--- src/rtl/sc_stream_decoder.sv ---
// Stochastic bitstream decoder: counts ones over a frame of 2^N valid bits and
// presents the unipolar or bipolar value on a valid/ready result port.
module sc_stream_decoder #(
    parameter int N = 12,
    parameter int W = N + 2
) (
    input  logic         clock,
    input  logic         reset,
    input  logic         start,
    input  logic         bipolar,
    input  logic         bit_in,
    input  logic         bit_valid,
    output logic [W-1:0] out_value,
    output logic         out_valid,
    input  logic         out_ready,
    output logic         busy,
    output logic         overrun
);

    typedef enum logic {IDLE, ACCUM} state_t;

    state_t       state, state_next;
    logic [N-1:0] cnt;
    logic [N:0]   ones;
    logic [N:0]   ones_next;
    logic         mode;
    logic         accept_start;
    logic         count_en;
    logic         last;
    logic [W-1:0] ones_w;
    logic [W-1:0] result;

    assign accept_start = (state == IDLE) && start;
    assign count_en     = (state == ACCUM) && bit_valid;
    assign last         = count_en && (cnt == {N{1'b1}});
    assign ones_next    = ones + {{N{1'b0}}, bit_in};
    assign ones_w       = {{(W-N-1){1'b0}}, ones_next};
    // Bipolar: 2*ones - 2^N, wrapped into W-bit two's complement.
    assign result       = mode ? ((ones_w << 1) - (W'(1) << N)) : ones_w;
    assign busy         = (state == ACCUM);

    always_comb begin
        state_next = state;
        case (state)
            IDLE:    if (start) state_next = ACCUM;
            ACCUM:   if (last)  state_next = IDLE;
            default: state_next = IDLE;
        endcase
    end

    always_ff @(posedge clock) begin
        if (reset) begin
            state     <= IDLE;
            cnt       <= '0;
            ones      <= '0;
            mode      <= 1'b0;
            out_value <= '0;
            out_valid <= 1'b0;
            overrun   <= 1'b0;
        end else begin
            state <= state_next;
            if (accept_start) begin
                cnt     <= '0;
                ones    <= '0;
                mode    <= bipolar;
                overrun <= 1'b0;
            end else if (count_en) begin
                cnt  <= cnt + {{(N-1){1'b0}}, 1'b1};
                ones <= ones_next;
            end
            // A completed frame may replace a result being consumed this cycle;
            // otherwise an unconsumed result wins and the new one is dropped.
            if (last) begin
                if (!out_valid || out_ready) begin
                    out_value <= result;
                    out_valid <= 1'b1;
                end else begin
                    overrun <= 1'b1;
                end
            end else if (out_valid && out_ready) begin
                out_valid <= 1'b0;
            end
        end
    end

endmodule

--- config.mk ---
export PLATFORM = sky130hd
export DESIGN_NAME = sc_stream_decoder
export DESIGN_NICKNAME = d
export VERILOG_FILES = /design/src/rtl/sc_stream_decoder.sv
export SDC_FILE = /design/constraint.sdc
export NUM_CORES = 1
export LEC_CHECK = 0
export ABC_AREA = 1
export CELL_PAD_IN_SITES_DETAIL_PLACEMENT = 2
export CELL_PAD_IN_SITES_GLOBAL_PLACEMENT = 2
export CORE_MARGIN = 3
export CORE_UTILIZATION = 28
export DETAILED_ROUTE_END_ITERATION = 16
export PLACE_DENSITY = 0.83
export SKIP_CTS_REPAIR_TIMING = 1
export SLEW_MARGIN = 20
export SYNTH_ARGS = -nofsm -noshare
export SYNTH_HDL_FRONTEND = slang
export SYNTH_SLANG_ARGS = --single-unit
--- constraint.sdc ---
create_clock -name clock -period 1.7 [get_ports clock]
set_clock_uncertainty 0.15 [all_clocks]
set_input_delay 0.17 -clock clock [delete_from_list [all_inputs] [get_ports clock]]
set_output_delay 0.17 -clock clock [all_outputs]
set_load 0.05 [all_outputs]
==> impl_metrics.tcl, run 1 <==
set metrics [dict create \
    synth_largest_area_cell "dfxtp_1" \
    num_rows 32 \
    p_per_area_nw_per_um2 640 \
    drt-initial-drc-count 62 \
    synthToLayoutAreaGrowth_pct 44.1 \
    worst_slack_ns -0.223 \
    outcome "finished, violations left" \
    setup_viol 14 \
    worst-r2r-cell-count 10 \
    yosys-top-cells-area "dfxtp_1, nand2_1, inv_1" \
    fin_crit_ns 1.92 \
    diodes 0 \
    dpl-instance-area_um2 2800 \
    vias 2452 \
    maxCapViolCount 0 \
    ant_nets 0 \
    initial_utilization_pct 29.1 \
    antenna_found_initial 0 \
    dp_cells 473 \
    hold_viol 0 \
    drive_gt1_share_pct 34.7 \
    design_area_um2 3250 \
    h-tree-depth 2 \
    cts_made_buffers 5 \
    port-buffer-count 23 \
    worstHoldPathType "in2reg" \
    cp_max_fo 5 \
    layout.cells.non_filler 488 \
    cts.sinks 43 \
    leakage_nw 1.39 \
    synth_nets 333 \
    grt_max_degree 15 \
    rsz0062_at_grt "yes" \
    ios 24 \
    avgRoutedWirePerCell_um 19.3 \
    chipWidth_um 95.8 \
    avgSynthCellArea_um2 6.99 \
    startpoint_type "flop" \
    via_per_inst 5.02 \
    clkTransAtPathRegs_ns 0.09 \
    critPathKind "reg2reg" \
    hold_path_depth 4 \
    core_region_area_um2 7770 \
    track_usage_pct 19.0 \
    clkLatencyLatePin_ns 0.31 \
    dieArea_um2 9170 \
    period_share_pct 113 \
    drc 0 \
    yosysSeqAreaShare_pct 38.1 \
    dp_hpwl_um 6520 \
    nNetsFinal 396 \
    relSlewSlack_pct 65.9 \
    violations "negative setup slack" \
    ctsRootBufferMaster "clkbuf_8" \
    drv_slew 0 \
    grt_pass1_vias 2704 \
    grt_first_pass_wirelength_um 13300 \
    overflow 0 \
    routabilityCongestion 0.748 \
    postSynthCellCount 323 \
    fmax_mhz 520 \
    synth-seq-cells 43 \
    synth_top_area_share_pct 38.1 \
    synth_area_um2 2260 \
    ir_drop_uv 301 \
    die_h_um 95.8 \
    cts_tree "done" \
    worst_pin_slew_ns 0.508 \
    routed_wl_um 9430 \
    synth.distinct_cells 36 \
    endpoint_kind "flop" \
    ys_warn_count 0 \
    firstDrtPassIters 4 \
    clockBufferDepth 2 \
    crit_required_ns 1.79 \
    worstPathArrival_ns 2.01 \
]
critical path, stage by stage, from the launching register on:
cell and delay, ns:
dfxtp_2 0.37, ha_4 0.15, ha_4 0.14, nand2_4 0.06, nor2_4 0.25, inv_2 0.06, o21bai_1 0.20, nand3_1 0.13
nand2_1 0.10, nand2_1 0.09, a21oi_2 0.16
layout make-up:
class / instances / area (um^2)
clock inverter: 1 / 30.0
tap: 102 / 128
timing repair buffer: 64 / 541
multi-input combinational: 223 / 1430
fill: 897 / 4510
inverter: 49 / 184
clock buffer: 6 / 72.6
sequential: 43 / 870
registers in the layout, summed over array words and instances, names as in the netlist:
signal	cells
ones	13
cnt	12
out_value	14
out_valid	1
overrun	1
busy	1
mode	1
cells in the final DEF, fill, tap and decap left out, types with 4 or more instances in the layout:
cell | netlist | layout
nand2_1 | 72 | 60
nand3_2 | 4 | 4
a21oi_1 | 32 | 27
o21ai_2 | 0 | 4
nor2_4 | 4 | 5
nand2_2 | 4 | 11
clkbuf_8 | 0 | 5
buf_4 | 1 | 52
o21ai_0 | 20 | 13
dfxtp_1 | 43 | 36
nand3_1 | 17 | 13
dfxtp_2 | 0 | 7
a21oi_2 | 1 | 6
clkdlybuf4s50_1 | 0 | 4
inv_1 | 47 | 45
nor2_2 | 2 | 5
o21ai_1 | 2 | 5
nand2_4 | 0 | 5
buf_6 | 2 | 4
nor2_1 | 28 | 24
nand4_1 | 8 | 8
nand3_4 | 0 | 4
cells by family (layout without fill, tap and decap cells):
family / after synthesis / count (layout) / share of synthesized area, %
AND/OR/NAND/NOR: 149 / 149 / 31.7
AO/OA/AOI/OAI: 64 / 64 / 15.3
buffers and inverters: 57 / 120 / 10.4
flip-flops: 43 / 43 / 38.1
XOR/XNOR: 6 / 6 / 2.33
adder cells (fa/ha/maj): 3 / 3 / 1.66
multiplexers: 1 / 1 / 0.443
per-layer routing:
| metal | global-route usage (%) | vias to the layer above | share of wire [%] |
|---|---|---|---|
| li1 | - | 1167 | - |
| met1 | 20.8 | 1232 | 40 |
| met4 | 7.70 | 0 | 2.3 |
| met2 | 35.4 | 36 | 55 |
| met5 | 0 | - | 0 |
| met3 | 3.99 | 17 | 2.1 |
synthesized netlist by cell type (all sizes together):
master / instances
o21bai: 1
o21a: 1
mux2i: 1
dfxtp: 43
xor2: 5
a22oi: 1
or2: 1
o21ai: 22
ha: 3
nand4: 8
o211ai: 3
clkinv: 1
nor3: 8
o31ai: 1
xnor2: 1
inv: 48
a21oi: 33
buf: 5
nand2: 76
nand3: 21
a31oi: 1
clkbuf: 3
nor2: 35
a211oi: 1
final timing paths:
kind                             startpoint  slack, ns                        end
setup / recovery       ones[0]$_SDFFE_PP0P_      -0.22  out_value[7]$_SDFFE_PP0P_
setup reg to reg       ones[0]$_SDFFE_PP0P_      -0.22  out_value[7]$_SDFFE_PP0P_
hold / removal                       bit_in       0.20  out_value[0]$_SDFFE_PP0P_
hold reg to reg   out_value[5]$_SDFFE_PP0P_       0.33  out_value[5]$_SDFFE_PP0P_
metrics by stage:
stage               hold slack (ns)  power [W]  utilization (%)  TNS [ns]  setup WS [ns]
global route                  0.247    0.00215             41.9     -3.36         -0.288
detailed placement            0.324    0.00126             36.0     -9.35         -0.538
global placement              0.302    0.00125             36.0     -7.02         -0.368
CTS                           0.337    0.00206             37.3     -2.60         -0.258
finish                        0.205    0.00208             41.9     -1.59         -0.223
floorplan                     0.160    0.00117                -         0        0.00645
where the power goes:
part,switching (W),internal (W),total (W),leakage (nW)
Combinational,0.000145,0.0000845,0.000229,0.986
Clock,0.000374,0.000431,0.000806,0.0513
Sequential,0.0000219,0.00102,0.00105,0.351
No activity file was read; power rests on OpenSTA's default activity.
==> inputs of run 2 (changes only) <==
--- a/config.mk
+++ b/config.mk
@@ -11,8 +11,8 @@
 export CORE_MARGIN = 3
 export CORE_UTILIZATION = 28
 export DETAILED_ROUTE_END_ITERATION = 16
-export PLACE_DENSITY = 0.83
-export SKIP_CTS_REPAIR_TIMING = 1
+export PLACE_DENSITY_LB_ADDON = 0.1
+export REMOVE_ABC_BUFFERS = 1
 export SLEW_MARGIN = 20
 export SYNTH_ARGS = -nofsm -noshare
 export SYNTH_HDL_FRONTEND = slang
==> run 2 against run 1 <==
The run still ends with negative setup slack left. Non-clock buffer count stayed put. Cell count is 0.20% higher. Via count decreased by 4.1%. Global-route usage fell by 0.58 points. Clock-buffer cell count fell by 1. Worst setup slack improved by 0.20 ns. Critical path depth stayed put. Total power is 7.9% higher. Largest power group unchanged.
==> impl_metrics.tcl, run 2 (synthesis gave the netlist of run 1 again) <==
set metrics [dict create \
    outcome "finished, violations left" \
    violations "negative setup slack" \
    drive_gt1_share_pct 34.9 \
    diodes 0 \
    ctsRootBufferMaster "clkbuf_8" \
    antenna_found_initial 0 \
    worst_pin_slew_ns 0.443 \
    initial_utilization_pct 29.1 \
    place_ws_ns -0.458 \
    clockBufferDepth 2 \
    worstPathArrival_ns 1.77 \
    ios 24 \
    h-tree-depth 2 \
    worstHoldPathType "reg2reg" \
    fmax_mhz 579 \
    track_usage_pct 18.5 \
    largest_register_ffs 14 \
    drc 0 \
    avgRoutedWirePerCell_um 16.6 \
    leakage_nw 1.33 \
    period_share_pct 102 \
    rsz0062_at_grt "yes" \
    vias 2351 \
    drv_slew 0 \
    endpoint_kind "flop" \
    port-buffer-count 23 \
    relSlewSlack_pct 70.3 \
    fin_crit_ns 1.73 \
    grt_pass1_vias 2566 \
    final_util_pct 41.7 \
    p_per_area_nw_per_um2 693 \
    setup_viol 3 \
    overflow 0 \
    clkLatencyLatePin_ns 0.30 \
    chipWidth_um 95.8 \
    die_h_um 95.8 \
    final_common_cell "nand2_1" \
    worst_slack_ns -0.0262 \
    drt-initial-drc-count 78 \
    hold_viol 0 \
    via_per_inst 4.81 \
    cp_max_fo 3 \
    routed_wl_um 8100 \
    biggestRegsByFlops "out_value (14), ones (13), cnt (12)" \
    cts.sinks 43 \
    grt_first_pass_wirelength_um 12900 \
    core_region_area_um2 7770 \
    startpoint_type "flop" \
    routabilityCongestion 0.770 \
    nNetsFinal 396 \
    dieArea_um2 9170 \
    hold_buffers 0 \
    clkTransAtPathRegs_ns 0.09 \
    synthToLayoutAreaGrowth_pct 43.5 \
    cts_tree "done" \
    ir_drop_uv 295 \
    top_register "out_value" \
    cts_made_buffers 5 \
    maxCapViolCount 0 \
    firstDrtPassIters 4 \
    num_rows 32 \
    final_cell_mix "nand2_1, buf_4, inv_1" \
    crit_required_ns 1.75 \
    critPathKind "reg2reg" \
    ant_nets 0 \
    dp_hpwl_um 5830 \
    grt_max_degree 15 \
]
-- run 2: cell types whose count changed in the layout (fill, tap and decap cells not counted), sizes merged --
| cell | delta |
|---|---|
| dlymetal6s2s | -2 |
| bufinv | +1 |
| clkbuf | -1 |
| clkdlybuf4s50 | +1 |
| clkinvlp | +1 |
| dlygate4sd2 | +1 |
-- run 2: final timing paths --
path | from | end | slack (ns) | depth (start not counted)
setup / recovery | ones[0]$_SDFFE_PP0P_ | out_value[9]$_SDFFE_PP0P_ | -0.03 | 10
hold reg to reg | out_value[10]$_SDFFE_PP0P_ | out_value[10]$_SDFFE_PP0P_ | 0.33 | 2
setup reg to reg | ones[0]$_SDFFE_PP0P_ | out_value[9]$_SDFFE_PP0P_ | -0.03 | 10
hold / removal | out_value[10]$_SDFFE_PP0P_ | out_value[10]$_SDFFE_PP0P_ | 0.33 | 2
-- run 2: per-stage QoR --
step	hold WS [ns]	TNS, ns	total power [W]	instance area (um^2)	cells
after global placement	0.298	-7.30	0.00126	2830	476
after floorplan	0.0891	-9.09	0.00115	2210	315
after CTS	0.331	-0.233	0.00228	3090	488
after detailed placement	0.313	-9.32	0.00127	2830	476
after global routing	0.354	-1.55	0.00236	3240	489
final	0.328	-0.0634	0.00225	3240	489
-- run 2: critical path: stages, from the launching register on --
cell and delay [ns]:
dfxtp_2 0.37, ha_4 0.16, buf_6 0.10, nand2_2 0.06, nor2_4 0.14, nand2_2 0.09, o21ai_1 0.15, buf_4 0.16
nand3_1 0.08, nand3_1 0.10, a21oi_1 0.06
-- run 2: routing by layer --
metal | global-route usage [%] | part of all wire, % | up-vias | wire length (um)
li1 | - | - | 1159 | -
met1 | 20.7 | 39 | 1176 | 3190
met2 | 35.8 | 59 | 11 | 4750
met3 | 2.66 | 1.3 | 5 | 105
met4 | 4.98 | 0.75 | 0 | 61
met5 | 0 | 0 | - | 0
-- run 2: power by group --
group	internal, W	switching, W
clock network	0.000587	0.000396
logic	0.0000886	0.000133
registers	0.00102	0.0000192
-- run 2: cell type report --
cell class	instances	area [um^2]
fillers	936	4530
multi-input cells	223	1380
repair buffers	64	543
clock buffers	5	68.8
well taps	102	128
inverters	49	184
flip-flops and latches	43	873
clock inverters	3	67.6
-- run 2: what timing repair did --
action | CTS | global route
pin swaps | 13 | 16
setup endpoints to repair | 19 | 26
hold endpoints to repair | 0 | 0
setup buffers | 4 | 1
resized for setup | 26 | 45
==> inputs of run 3 (changes only) <==
--- a/config.mk
+++ b/config.mk
@@ -11,9 +11,10 @@
 export CORE_MARGIN = 3
 export CORE_UTILIZATION = 28
 export DETAILED_ROUTE_END_ITERATION = 16
-export PLACE_DENSITY_LB_ADDON = 0.1
+export PLACE_DENSITY = 0.72
 export REMOVE_ABC_BUFFERS = 1
 export SLEW_MARGIN = 20
 export SYNTH_ARGS = -nofsm -noshare
 export SYNTH_HDL_FRONTEND = slang
 export SYNTH_SLANG_ARGS = --single-unit
+export TNS_END_PERCENT = 20
==> run 3 against run 2 <==
The run still ends with negative setup slack left. Critical path type unchanged. Clock power fell by 19%. Total power is 8.9% lower. First-iteration DRC count grew 5.1%. Sequential power barely moved. Wire length decreased by 7.5%. Global-route usage is 0.93 points lower. Sequential share of layout area rose by 0.70 points.
==> impl_metrics.tcl, run 3 (synthesis gave the netlist of run 1 again) <==
set metrics [dict create \
    dieArea_um2 9170 \
    ant_nets 0 \
    critPathMostFrequentCell "ha_4" \
    track_usage_pct 17.5 \
    initial_utilization_pct 29.1 \
    maxCapViolCount 0 \
    ir_drop_uv 262 \
    grt_max_degree 15 \
    chipWidth_um 95.8 \
    largest_register_ffs 14 \
    worstPathArrival_ns 1.78 \
    rsz0062_at_grt "yes" \
    leakage_nw 1.29 \
    clockBufferDepth 2 \
    port-buffer-count 23 \
    crit_slowest_cell "dfxtp_2" \
    ctsRootBufferMaster "clkbuf_8" \
    drt-initial-drc-count 82 \
    nNetsFinal 391 \
    worstHoldPathType "reg2reg" \
    drv_slew 0 \
    fillers 945 \
    grt_pass1_vias 2465 \
    final_cell_mix "nand2_1, buf_4, inv_1" \
    routed_wl_um 7490 \
    path_buf_inv 1 \
    worst_slack_ns -0.0373 \
    period_share_pct 102 \
    routabilityCongestion 0.728 \
    dp_hpwl_um 5660 \
    biggestRegsByFlops "out_value (14), ones (13), cnt (12)" \
    overflow 0 \
    hold_buffers 0 \
    crit_chain "ha_4 -> ha_4 -> nand2_4 -> nor2_4 -> buf_4 -> nand4_1 -> nand2_2 -> nand2_1 -> nand3_2 -> a21oi_2" \
    r2r-start "ones[0]$_SDFFE_PP0P_" \
    fmax_mhz 576 \
    crit_required_ns 1.74 \
    slowest_delay_ns 0.37 \
    setup_viol 4 \
    cp_max_fo 5 \
    holdWs_ns 0.325 \
    relSlewSlack_pct 63.2 \
    ios 24 \
    top_register "out_value" \
    clkTransAtPathRegs_ns 0.09 \
    critPathKind "reg2reg" \
    dp_cells 472 \
    firstDrtPassIters 4 \
    crit_path_start "ones[0]$_SDFFE_PP0P_" \
    crit_family "simple AND/OR/NAND/NOR gates" \
    worst_pin_slew_ns 0.552 \
    endpoint_kind "flop" \
    violations "negative setup slack" \
    via_per_inst 4.81 \
    place_ws_ns -0.462 \
    final_util_pct 40.4 \
    outcome "finished, violations left" \
    clkLatencyLatePin_ns 0.29 \
    cts_tree "done" \
    startpoint_type "flop" \
    die_h_um 95.8 \
    drive_gt1_share_pct 31.2 \
    fin_crit_ns 1.74 \
    layout.cells.non_filler 483 \
    p_per_area_nw_per_um2 653 \
    num_rows 32 \
    cts.sinks 43 \
    synthToLayoutAreaGrowth_pct 38.9 \
    hold_viol 0 \
    cts_made_buffers 5 \
    final_common_cell "nand2_1" \
    grt_first_pass_wirelength_um 12500 \
    min_from "out_value[10]$_SDFFE_PP0P_" \
    h-tree-depth 2 \
    avgRoutedWirePerCell_um 15.5 \
    core_region_area_um2 7770 \
    drc 0 \
    diodes 0 \
    vias 2325 \
    antenna_found_initial 0 \
]
run 3: cell types whose count changed in the layout (fill, tap and decap cells not counted), moves of 2 or more:
cell / before / now
o21ai_2: 2 / 0
nand3_1: 11 / 13
nand2_4: 4 / 2
dfxtp_1: 35 / 38
nand2_2: 17 / 19
nor2_2: 6 / 3
buf_4: 52 / 48
dfxtp_2: 7 / 5
nor2_1: 23 / 26
run 3: worst min-delay path, stage by stage, from the launching register on:
cell and delay [ns]:
dfxtp_1 0.32, nand2_1 0.06, a21oi_1 0.06
run 3: layout make-up:
type | instances | area [um^2] | area share [%]
multi-input cells | 223 | 1350 | 43.1
flip-flops and latches | 43 | 867 | 27.7
repair buffers | 59 | 502 | 16.0
inverters | 49 | 184 | 5.87
well taps | 102 | 128 | 4.07
clock buffers | 6 | 72.6 | 2.32
clock inverters | 1 | 30.0 | 0.958
run 3: where the power goes:
group	leakage (nW)	internal (W)	switching [W]
clock network	0.0513	0.000432	0.000362
logic	0.887	0.0000837	0.000126
registers	0.350	0.00102	0.0000188
total	1.29	0.00154	0.000507
run 3: per-stage QoR:
stage	total power, W	setup TNS (ns)	instance area [um^2]
floorplan	0.00115	-9.09	2210
global placement	0.00125	-7.83	2800
detailed placement	0.00126	-9.63	2800
CTS	0.00208	-0.183	3030
global route	0.00215	-1.60	3130
finish	0.00205	-0.0813	3130
run 3: timing repair:
action / 4_1_cts / 5_1_grt
buffers inserted: 1 / 3
resized for setup: 29 / 29
hold endpoints to repair: 0 / 0
setup endpoints to repair: 21 / 29
pin swaps: 16 / 15
run 3: final timing paths:
kind | endpoint | slack (ns) | depth (start not counted)
worst min register to register | out_value[10]$_SDFFE_PP0P_ | 0.33 | 2
worst max-delay path | out_value[13]$_SDFFE_PP0P_ | -0.04 | 10
worst max register to register | out_value[13]$_SDFFE_PP0P_ | -0.04 | 10
worst min-delay path | out_value[10]$_SDFFE_PP0P_ | 0.33 | 2
run 3: routing by layer:
metal / wire length (um) / track usage, % / vias to the layer above
li1: - / - / 1156
met1: 3160 / 20.8 / 1140
met2: 4090 / 32.5 / 19
met3: 138 / 2.89 / 10
met4: 102 / 4.38 / 0
met5: 0 / 0 / -
